===== config.mk =====
export PLATFORM = sky130hd
export DESIGN_NAME = hamming_tx_serializer
export DESIGN_NICKNAME = d
export VERILOG_FILES = /design/src/rtl/hamming_tx_serializer.sv
export SDC_FILE = /design/constraint.sdc
export NUM_CORES = 1
export LEC_CHECK = 0
export CAP_MARGIN = 20
export CORE_MARGIN = 8
export CORE_UTILIZATION = 40
export CTS_CLUSTER_DIAMETER = 150
export DETAILED_ROUTE_END_ITERATION = 10
export GPL_TIMING_DRIVEN = 0
export PLACE_DENSITY = 0.73
export SYNTH_ARGS = -nofsm -noshare
export SYNTH_HDL_FRONTEND = slang
export SYNTH_SLANG_ARGS = --single-unit
export TNS_END_PERCENT = 100

===== constraint.sdc =====
create_clock -name clk -period 1.85 [get_ports clk]
set_input_delay 0.4625 -clock clk [delete_from_list [all_inputs] [get_ports clk]]
set_output_delay 0.4625 -clock clk [all_outputs]
set_load 0.02 [all_outputs]

===== src/rtl/hamming_tx_serializer.sv =====
// (7,4) Hamming encoder with optional single-bit fault injection, serialising
// each codeword LSB first over a valid/ready stream with a frame-start marker.
module hamming_tx_serializer #(
    parameter int unsigned GAP_CYCLES = 0,
    parameter logic        IDLE_LEVEL = 1'b1
) (
    input  logic       clk,
    input  logic       rst_n,
    input  logic [3:0] data_in,
    input  logic       in_valid,
    output logic       in_ready,
    input  logic [2:0] inject_pos,
    output logic       ser_out,
    output logic       ser_valid,
    input  logic       ser_ready,
    output logic       frame_start,
    output logic       busy
);

    typedef enum logic [1:0] {
        IDLE,
        SHIFT,
        GAP
    } state_t;

    state_t     state, state_nxt;
    logic [2:0] cnt, cnt_nxt;
    logic [6:0] shreg, shreg_nxt;
    logic [3:0] gap_cnt, gap_cnt_nxt;
    logic       started;
    logic [6:0] code_enc;
    logic [7:0] inj_mask;
    logic       last_beat;

    // Mask bit k marks codeword bit k-1; inject_pos==0 lands on the discarded bit 0.
    always_comb begin
        inj_mask    = 8'b1 << inject_pos;
        code_enc    = '0;
        code_enc[6] = data_in[3];
        code_enc[5] = data_in[2];
        code_enc[4] = data_in[1];
        code_enc[2] = data_in[0];
        code_enc[0] = data_in[0] ^ data_in[1] ^ data_in[3];
        code_enc[1] = data_in[0] ^ data_in[2] ^ data_in[3];
        code_enc[3] = data_in[1] ^ data_in[2] ^ data_in[3];
        code_enc    = code_enc ^ inj_mask[7:1];
    end

    assign last_beat   = (state == SHIFT) && (cnt == 3'd6) && ser_ready;
    assign in_ready    = ((state == IDLE) && started) || ((GAP_CYCLES == 0) && last_beat);
    assign ser_valid   = (state == SHIFT);
    assign ser_out     = ser_valid ? shreg[0] : IDLE_LEVEL;
    assign frame_start = ser_valid && (cnt == 3'd0);
    assign busy        = (state != IDLE);

    always_comb begin
        state_nxt   = state;
        cnt_nxt     = cnt;
        shreg_nxt   = shreg;
        gap_cnt_nxt = gap_cnt;
        unique case (state)
            IDLE: begin
                if (in_valid && started) begin
                    shreg_nxt = code_enc;
                    cnt_nxt   = '0;
                    state_nxt = SHIFT;
                end
            end
            SHIFT: begin
                if (ser_ready) begin
                    if (cnt == 3'd6) begin
                        if (GAP_CYCLES == 0) begin
                            if (in_valid) begin
                                shreg_nxt = code_enc;
                                cnt_nxt   = '0;
                            end else begin
                                state_nxt = IDLE;
                            end
                        end else begin
                            gap_cnt_nxt = 4'(GAP_CYCLES - 1);
                            state_nxt   = GAP;
                        end
                    end else begin
                        cnt_nxt   = cnt + 3'd1;
                        shreg_nxt = shreg >> 1;
                    end
                end
            end
            GAP: begin
                if (gap_cnt == 4'd0) begin
                    state_nxt = IDLE;
                end else begin
                    gap_cnt_nxt = gap_cnt - 4'd1;
                end
            end
            default: state_nxt = IDLE;
        endcase
    end

    always_ff @(posedge clk or negedge rst_n) begin
        if (!rst_n) begin
            state   <= IDLE;
            cnt     <= '0;
            shreg   <= '0;
            gap_cnt <= '0;
            started <= 1'b0;
        end else begin
            state   <= state_nxt;
            cnt     <= cnt_nxt;
            shreg   <= shreg_nxt;
            gap_cnt <= gap_cnt_nxt;
            started <= 1'b1;
        end
    end

endmodule


==> results.cfg, run 1 <==
[finish]
layout.cells.most_common = dfrtp_1
final_cell_mix = 12 x dfrtp_1, 11 x clkdlybuf4s50_1, 8 x nand2_1
final_cells = 122
antenna_cells = 0
areaGrowthSynthToFinish_pct = 25.9
drive_above_1_share_pct = 20.0
layout.nets = 108

[power_and_ir_drop]
powerDensity_nw_per_um2 = 1300
ir_drop_v = 0.000714
cellLeakagePower_nw = 0.429
p_total_mw = 1.32

[critical_path]
critPathLaunch = state[0]
crit_arrival_ns = 1.34
cp_cell_sequence = buf_4 > clkdlybuf4s50_1
critPathCaptureType = output pin
required_ns = 1.39
path_class = reg2out
crit_buf_inv = 2
r2r_cells = 6
r2r_end = shreg[4]
path_max_fanout = 3
r2r_start = cnt[1]
critical_path.top_delay_family = buffers and inverters
cp_slowest_cell = clkdlybuf4s50_1
critPathMaxStageDelay_ns = 0.59
rrSetupSlack_ns = 0.44
start_kind = register

[cts]
clock_path_buffers = 2
clock_sinks = 12
cts.htree.levels = 1
clk_latency_ns = 0.26
ctsHoldBuffers = 0
cts_setup_buffers = 0
numCtsBuffers = 3
clk_pin_slew_ns = 0.06
cts_tree = done
cts-root-buf = clkbuf_4

[floorplan]
die-area_sq_um = 3700
dieHeight_um = 60.8
io_pins = 16
initial_core_util_pct = 41.8
core_area_sq_um = 1920
core.rowCount = 16
die_w_um = 60.8

[detailed_routing]
vias = 647
totalWireLength_um = 1680
wl_per_cell_um = 13.8
antenna_left = 0
drtIter0Drc = 4
route.detailed.drc = 0
via_per_inst = 5.30
first_pass_iters = 4

[timing]
hold_viol_final = 0
timing.final.crit_share_pct = 97.2
timing.hold.ws_ns = 0.472
setup_tns_ns = 0
slew_headroom_pct = 62.1
tightest_slew_ns = 0.567
setup_viol = 0
fmax_ghz = 0.556
maxSlewViolCount = 0
finalClockSkew_ns = 0.00258
fin_crit_ns = 1.80
rsz0062_at_grt = no

[grt]
grt_max_degree = 13
antenna_found_initial = 0
grt_pass1_vias = 610
overflow = 0
track_usage_pct = 9.34
grt_pass1_wl_um = 2650

[yosys]
syn_nets = 88
synth_flop_cell = dfrtp_1
yosysSeqAreaShare_pct = 37.4
synth-seq-cells = 12
synthCells = 77
ys.warnings.count = 0
synth.cell_area_sq_um = 803
synth-edff-count = 0
synth_cell_type_count = 28
synth-async-reset-ratio_pct = 100
syn_avg_cell_area_sq_um = 10.4

[min_path]
worstHoldStart = shreg[0]
hold_class = reg2reg
whs_path_depth = 2
worstHoldEndpoint = shreg[0]

[status]
status = complete, no violations

[placed_design]
place_congestion = 0.741
dp_hpwl_um = 1310
placedCellCount = 119
io_buffers = 15

[job]
maxCapViolations = 0
state kept, by name, indices dropped and copies added, names as in the netlist:
| name | flops |
|---|---|
| state | 1 |
| cnt | 3 |
| started | 1 |
| shreg | 7 |
final cells by class:
type	instances	area, sq um
fill	197	911
inverter	2	7.51
clock buffer	3	22.5
buffer	4	31.3
sequential	12	300
tap	27	33.8
multi-input combinational	59	475
timing repair buffer	15	140
per-stage QoR:
| stage | setup WS, ns | util, % | area [sq um] |
|---|---|---|---|
| after global placement | -0.466 | 51.7 | 993 |
| after detailed placement | -0.495 | 51.7 | 993 |
| after floorplan | 0.247 | - | 810 |
| final | 0.0521 | 52.6 | 1010 |
| after global routing | 0.00809 | 52.6 | 1010 |
| after CTS | 0.0319 | 52.9 | 1020 |
how the worst max path moves through the flow:
| stage | depth (start not counted) | slack (ns) | to |
|---|---|---|---|
| 2_1_floorplan | 3 | 0.25 | in_ready |
| 5_1_grt | 2 | 0.008 | ser_valid |
| 3_5_place_dp | 4 | -0.50 | in_ready |
| 4_1_cts | 3 | 0.03 | frame_start |
| 6_report | 2 | 0.05 | ser_valid |
| 3_3_place_gp | 4 | -0.47 | in_ready |
repair_timing:
| item | CTS | global route |
|---|---|---|
| cloned | 0 | 0 |
| setup endpoints to repair | 3 | 1 |
| resized for setup | 13 | 1 |
cells in the mapped netlist, drive strengths merged (2+ instances only):
master / n / area [sq um]
dfrtp: 12 / 300
nand2: 10 / 40.0
o21ai: 7 / 53.8
xnor2: 7 / 61.3
mux2i: 6 / 60.1
nand3b: 5 / 37.5
a21oi: 4 / 20.0
buf: 3 / 23.8
nor3b: 3 / 22.5
xnor3: 3 / 67.6
inv: 2 / 7.51
nand3: 2 / 10.0
o22ai: 2 / 12.5
layer usage:
| layer | up-vias | wire, um | GRT usage, % |
|---|---|---|---|
| met1 | 322 | 748 | 10.7 |
| met4 | 0 | 0 | 0 |
| met3 | 0 | 77 | 4.24 |
| li1 | 313 | - | - |
| met5 | - | 0 | 0 |
| met2 | 12 | 853 | 16.4 |
tightest hold or removal path, cell delays in order (launching register included):
cell,delay (ns)
dfrtp_1,0.34
nand2_1,0.06
o21ai_2,0.05
power breakdown:
part           total (mW)  internal (mW)  switching (mW)
Combinational       0.714          0.342           0.371
Sequential          0.452          0.369          0.0832
Clock               0.151         0.0752          0.0763
Total                1.32          0.786           0.531
logic make-up after synthesis:
group | count (synthesis) | synth area share, %
AOI/OAI and AO/OA | 18 | 16.5
and+or+nand+nor | 24 | 17.6
buffers and inverters | 6 | 4.52
other | 1 | 0.467
muxes | 6 | 7.48
xor gates and xnor gates | 10 | 16.0
DFF | 12 | 37.4
No activity file was read; power rests on OpenSTA's default activity.
==> run 2, diff against run 1 <==
Settings changed: ABC_AREA set to 1, PLACE_DENSITY 0.73 to 0.72.
==> results.cfg, run 2 <==
[yosys]
synth-seq-cells = 12
syn_avg_cell_area_sq_um = 6.40
synth-edff-count = 0
syn_nets = 150
synth.cell_area_sq_um = 890
synth_top_cell_by_area = dfrtp_1
synthCells = 139
synth_flop_cell = dfrtp_1
ys.warnings.count = 0
synth_cell_type_count = 19
synth_commonest_cells = 51 x nand2_1, 23 x nand3_1, 15 x nor2_1
synth-async-reset-ratio_pct = 100
synth_most_common_cell = nand2_1
yosysSeqAreaShare_pct = 33.8
synth.top_cell.area_share_pct = 33.8
synth_area_leaders = dfrtp_1 34%, nand2_1 22%, nand3_1 13%

[finish]
final_cell_mix = 51 x nand2_1, 23 x nand3_1, 15 x nor2_1
largest_reg_flops = 7
final_core_util_pct = 50.9
drive_above_1_share_pct = 12.0
final_cells = 186
top_register = shreg
antenna_cells = 0
layout.nets = 171
n_fill_cell = 217
areaGrowthSynthToFinish_pct = 22.9
layout.cells.most_common = nand2_1
fin_area_sq_um = 1090
top_regs = shreg (7), cnt (3)

[cts]
cts_tree = done
cts-root-buf = clkbuf_4
clock_path_buffers = 2
clk_latency_ns = 0.26
cts.htree.levels = 1
ctsHoldBuffers = 0
clock_sinks = 12
numCtsBuffers = 3
clk_pin_slew_ns = 0.07

[critical_path]
critPathCaptureType = output pin
cp_slowest_cell = dfrtp_1
critPathMaxStageDelay_ns = 0.42
crit_arrival_ns = 1.30
required_ns = 1.39
crit_buf_inv = 1
crit_cells = 3
cp_cell_sequence = or2_2 > nor3_1 > buf_2
path_max_fanout = 4
start_kind = register
path_class = reg2out
r2r_cells = 9
critical_path.top_delay_family = simple AND/OR/NAND/NOR gates

[detailed_routing]
via_per_inst = 4.73
antenna_left = 0
vias = 879
drtIter0Drc = 10
first_pass_iters = 5
totalWireLength_um = 2080
wl_per_cell_um = 11.2
route.detailed.drc = 0

[power_and_ir_drop]
ir_drop_v = 0.000664
powerDensity_nw_per_um2 = 1120
cellLeakagePower_nw = 0.580
p_total_mw = 1.23

[placed_design]
placedCellCount = 182
dp_slack_ns = -0.270
place_area_sq_um = 1070
dp_hpwl_um = 1590
io_buffers = 15
place_congestion = 0.816

[min_path]
hold_class = reg2reg
whs_path_depth = 2

[grt]
track_usage_pct = 9.88
grt_pass1_vias = 765
grt_pass1_wl_um = 3280
antenna_found_initial = 0
grt_max_degree = 13
overflow = 0

[floorplan]
die_w_um = 63.2
core.rowCount = 17
dieHeight_um = 63.2
core_area_sq_um = 2150
die-area_sq_um = 3990
initial_core_util_pct = 41.4
io_pins = 16

[job]
maxCapViolations = 0

[timing]
rsz0062_at_grt = no
setup_tns_ns = 0
timing.hold.ws_ns = 0.477
fin_crit_ns = 1.76
tightest_slew_ns = 0.539
hold_viol_final = 0
fmax_ghz = 0.567
setup_ws_ns = 0.0859
slew_headroom_pct = 63.9
timing.final.crit_share_pct = 95.4
maxSlewViolCount = 0
finalClockSkew_ns = 0.000351
setup_viol = 0

[status]
status = complete, no violations
-- run 2: metal layers --
layer	share of wire (%)	up-vias	track usage [%]
li1	-	480	-
met1	45	380	11.6
met2	50	19	16.1
met3	4.5	0	4.42
met4	0	0	1.99
met5	0	-	0
-- run 2: logic make-up after synthesis --
logic type	Yosys count	synth area share, %
simple gates	100	49.2
buf+inv	18	10.4
flops	12	33.8
compound gates	6	4.22
xor+xnor	2	1.97
other cells	1	0.422
-- run 2: timing repair --
action / CTS / global route
buffers inserted: 0 / 1
resized for setup: 11 / 1
setup endpoints to repair: 4 / 2
-- run 2: path summary, 6_finish.rpt --
kind,from,to,slack (ns)
min reg2reg,shreg[0],shreg[0],0.48
max in group asynchronous,rst_n,state[0],0.92
max reg2reg,cnt[0],shreg[1],0.55
min in group asynchronous,rst_n,shreg[3],0.55
max,cnt[1],frame_start,0.09
min,shreg[0],shreg[0],0.48
-- run 2: tightest hold or removal path: cells and delay by family, from the launching register on --
| family | cells | cell delay, ns |
|---|---|---|
| DFF | 1 | 0.34 |
| and+or+nand+nor | 2 | 0.11 |
-- run 2: area by class of cell --
type	count	area (sq um)	share of cell area (%)
buffer	4	40.0	3.66
clock buffer	3	22.5	2.06
inverter	14	52.6	4.81
multi-input combinational	109	497	45.4
sequential	12	302	27.6
tap	28	35.0	3.20
timing repair buffer	16	145	13.3
-- run 2: where the power goes --
part           total [mW]  leakage [nW]  switching (mW)  internal, mW
logic               0.647         0.417           0.376         0.271
clock network       0.154        0.0138          0.0787        0.0752
registers           0.428         0.149          0.0698         0.358
==> run 3, diff against run 2 <==
Settings changed: CELL_PAD_IN_SITES_DETAIL_PLACEMENT set to 1, CELL_PAD_IN_SITES_GLOBAL_PLACEMENT set to 1, CORE_MARGIN 8 to unset, CORE_UTILIZATION 40 to 35, PLACE_DENSITY 0.72 to 0.85.
==> results.cfg, run 3 (synthesis results as in run 2) <==
[detailed_routing]
first_pass_iters = 4
totalWireLength_um = 2530
antenna_left = 0
route.detailed.drc = 0
via_per_inst = 5.09
wl_per_cell_um = 13.6
vias = 951
drtIter0Drc = 8

[finish]
layout.nets = 172
layout.cells.most_common = nand2_1
top_regs = shreg (7), cnt (3)
antenna_cells = 0
fin_area_sq_um = 1110
areaGrowthSynthToFinish_pct = 24.9
largest_reg_flops = 7
final_cell_mix = 51 x nand2_1, 23 x nand3_1, 15 x nor2_1
top_register = shreg
drive_above_1_share_pct = 13.2

[placed_design]
place_area_sq_um = 1070
dp_hpwl_um = 1840
place_congestion = 0.760
io_buffers = 15
dp_slack_ns = -0.300

[power_and_ir_drop]
powerDensity_nw_per_um2 = 1170
cellLeakagePower_nw = 0.584
ir_drop_v = 0.000767

[timing]
setup_viol = 0
finalClockSkew_ns = 0.00696
maxSlewViolCount = 0
rsz0062_at_grt = yes
fmax_ghz = 0.546
fin_crit_ns = 1.83
hold_viol_final = 0
tightest_slew_ns = 0.574
slew_headroom_pct = 61.6
setup_ws_ns = 0.0201
timing.final.crit_share_pct = 98.9

[floorplan]
core_area_sq_um = 2300
core.rowCount = 17
io_pins = 16
dieHeight_um = 52.4
die-area_sq_um = 2750
die_w_um = 52.4
initial_core_util_pct = 38.7

[grt]
grt_pass1_wl_um = 4150
antenna_found_initial = 0
grt_max_degree = 13
overflow = 0
grt_pass1_vias = 933
track_usage_pct = 21.4

[job]
maxCapViolations = 0

[min_path]
hold_class = reg2reg

[critical_path]
path_max_fanout = 4
rrSetupSlack_ns = 0.47
required_ns = 1.39
crit_arrival_ns = 1.37
path_class = reg2out
critPathCaptureType = output pin
start_kind = register

[cts]
clk_pin_slew_ns = 0.08
cts_tree = done
numCtsBuffers = 3
clock_path_buffers = 2
cts-root-buf = clkbuf_4
clock_sinks = 12
cts.htree.levels = 1
clk_latency_ns = 0.28

[status]
status = complete, no violations
[run 3: cell type report]
| type | count | area, sq um |
|---|---|---|
| well taps | 28 | 35.0 |
| inverters | 14 | 52.6 |
| multi-input cells | 109 | 504 |
| flip-flops and latches | 12 | 302 |
| plain buffers | 4 | 40.0 |
| fillers | 311 | 1190 |
| repair buffers | 17 | 155 |
| clock buffers | 3 | 22.5 |
[run 3: final timing paths]
kind,startpoint,cells after the start,endpoint
setup / recovery,cnt[0],3,frame_start
max in group asynchronous,rst_n,1,state[0]
setup reg to reg,state[0],8,shreg[2]
min in group asynchronous,rst_n,1,cnt[1]
hold reg to reg,shreg[0],2,shreg[0]
hold / removal,shreg[0],2,shreg[0]
[run 3: repair_timing]
action | CTS | global route
hold buffers | 0 | 0
buffers inserted | 1 | 1
resized for setup | 12 | 3
endpoints found under the setup margin | 5 | 2
[run 3: per-layer routing]
metal	vias to the layer above	GRT usage [%]	part of all wire (%)
met1	452	27.2	46
met5	-	0	0
met2	12	34.2	50
met4	0	6.58	1.1
li1	483	-	-
met3	4	6.96	3.2
[run 3: metrics by stage]
step	hold slack [ns]	std cells	util [%]	total power [mW]	setup TNS, ns
floorplan	0.167	139	-	0.891	0
global placement	0.459	182	46.8	1.08	-0.333
detailed placement	0.470	182	46.8	1.12	-0.387
CTS	0.490	186	47.6	1.27	0
global route	0.515	187	48.4	1.41	-0.0117
finish	0.490	187	48.4	1.30	0
[run 3: worst max-delay path, cell delays in order, from the launching register on]
cell	delay, ns
dfrtp_1	0.42
or2_2	0.34
nor3_1	0.13
buf_2	0.19
[run 3: report_power, final]
group	internal, mW	leakage, nW	switching (mW)	total [mW]
logic	0.283	0.421	0.413	0.696
registers	0.358	0.149	0.0797	0.437
clock network	0.0756	0.0138	0.0942	0.170
total	0.716	0.584	0.587	1.30
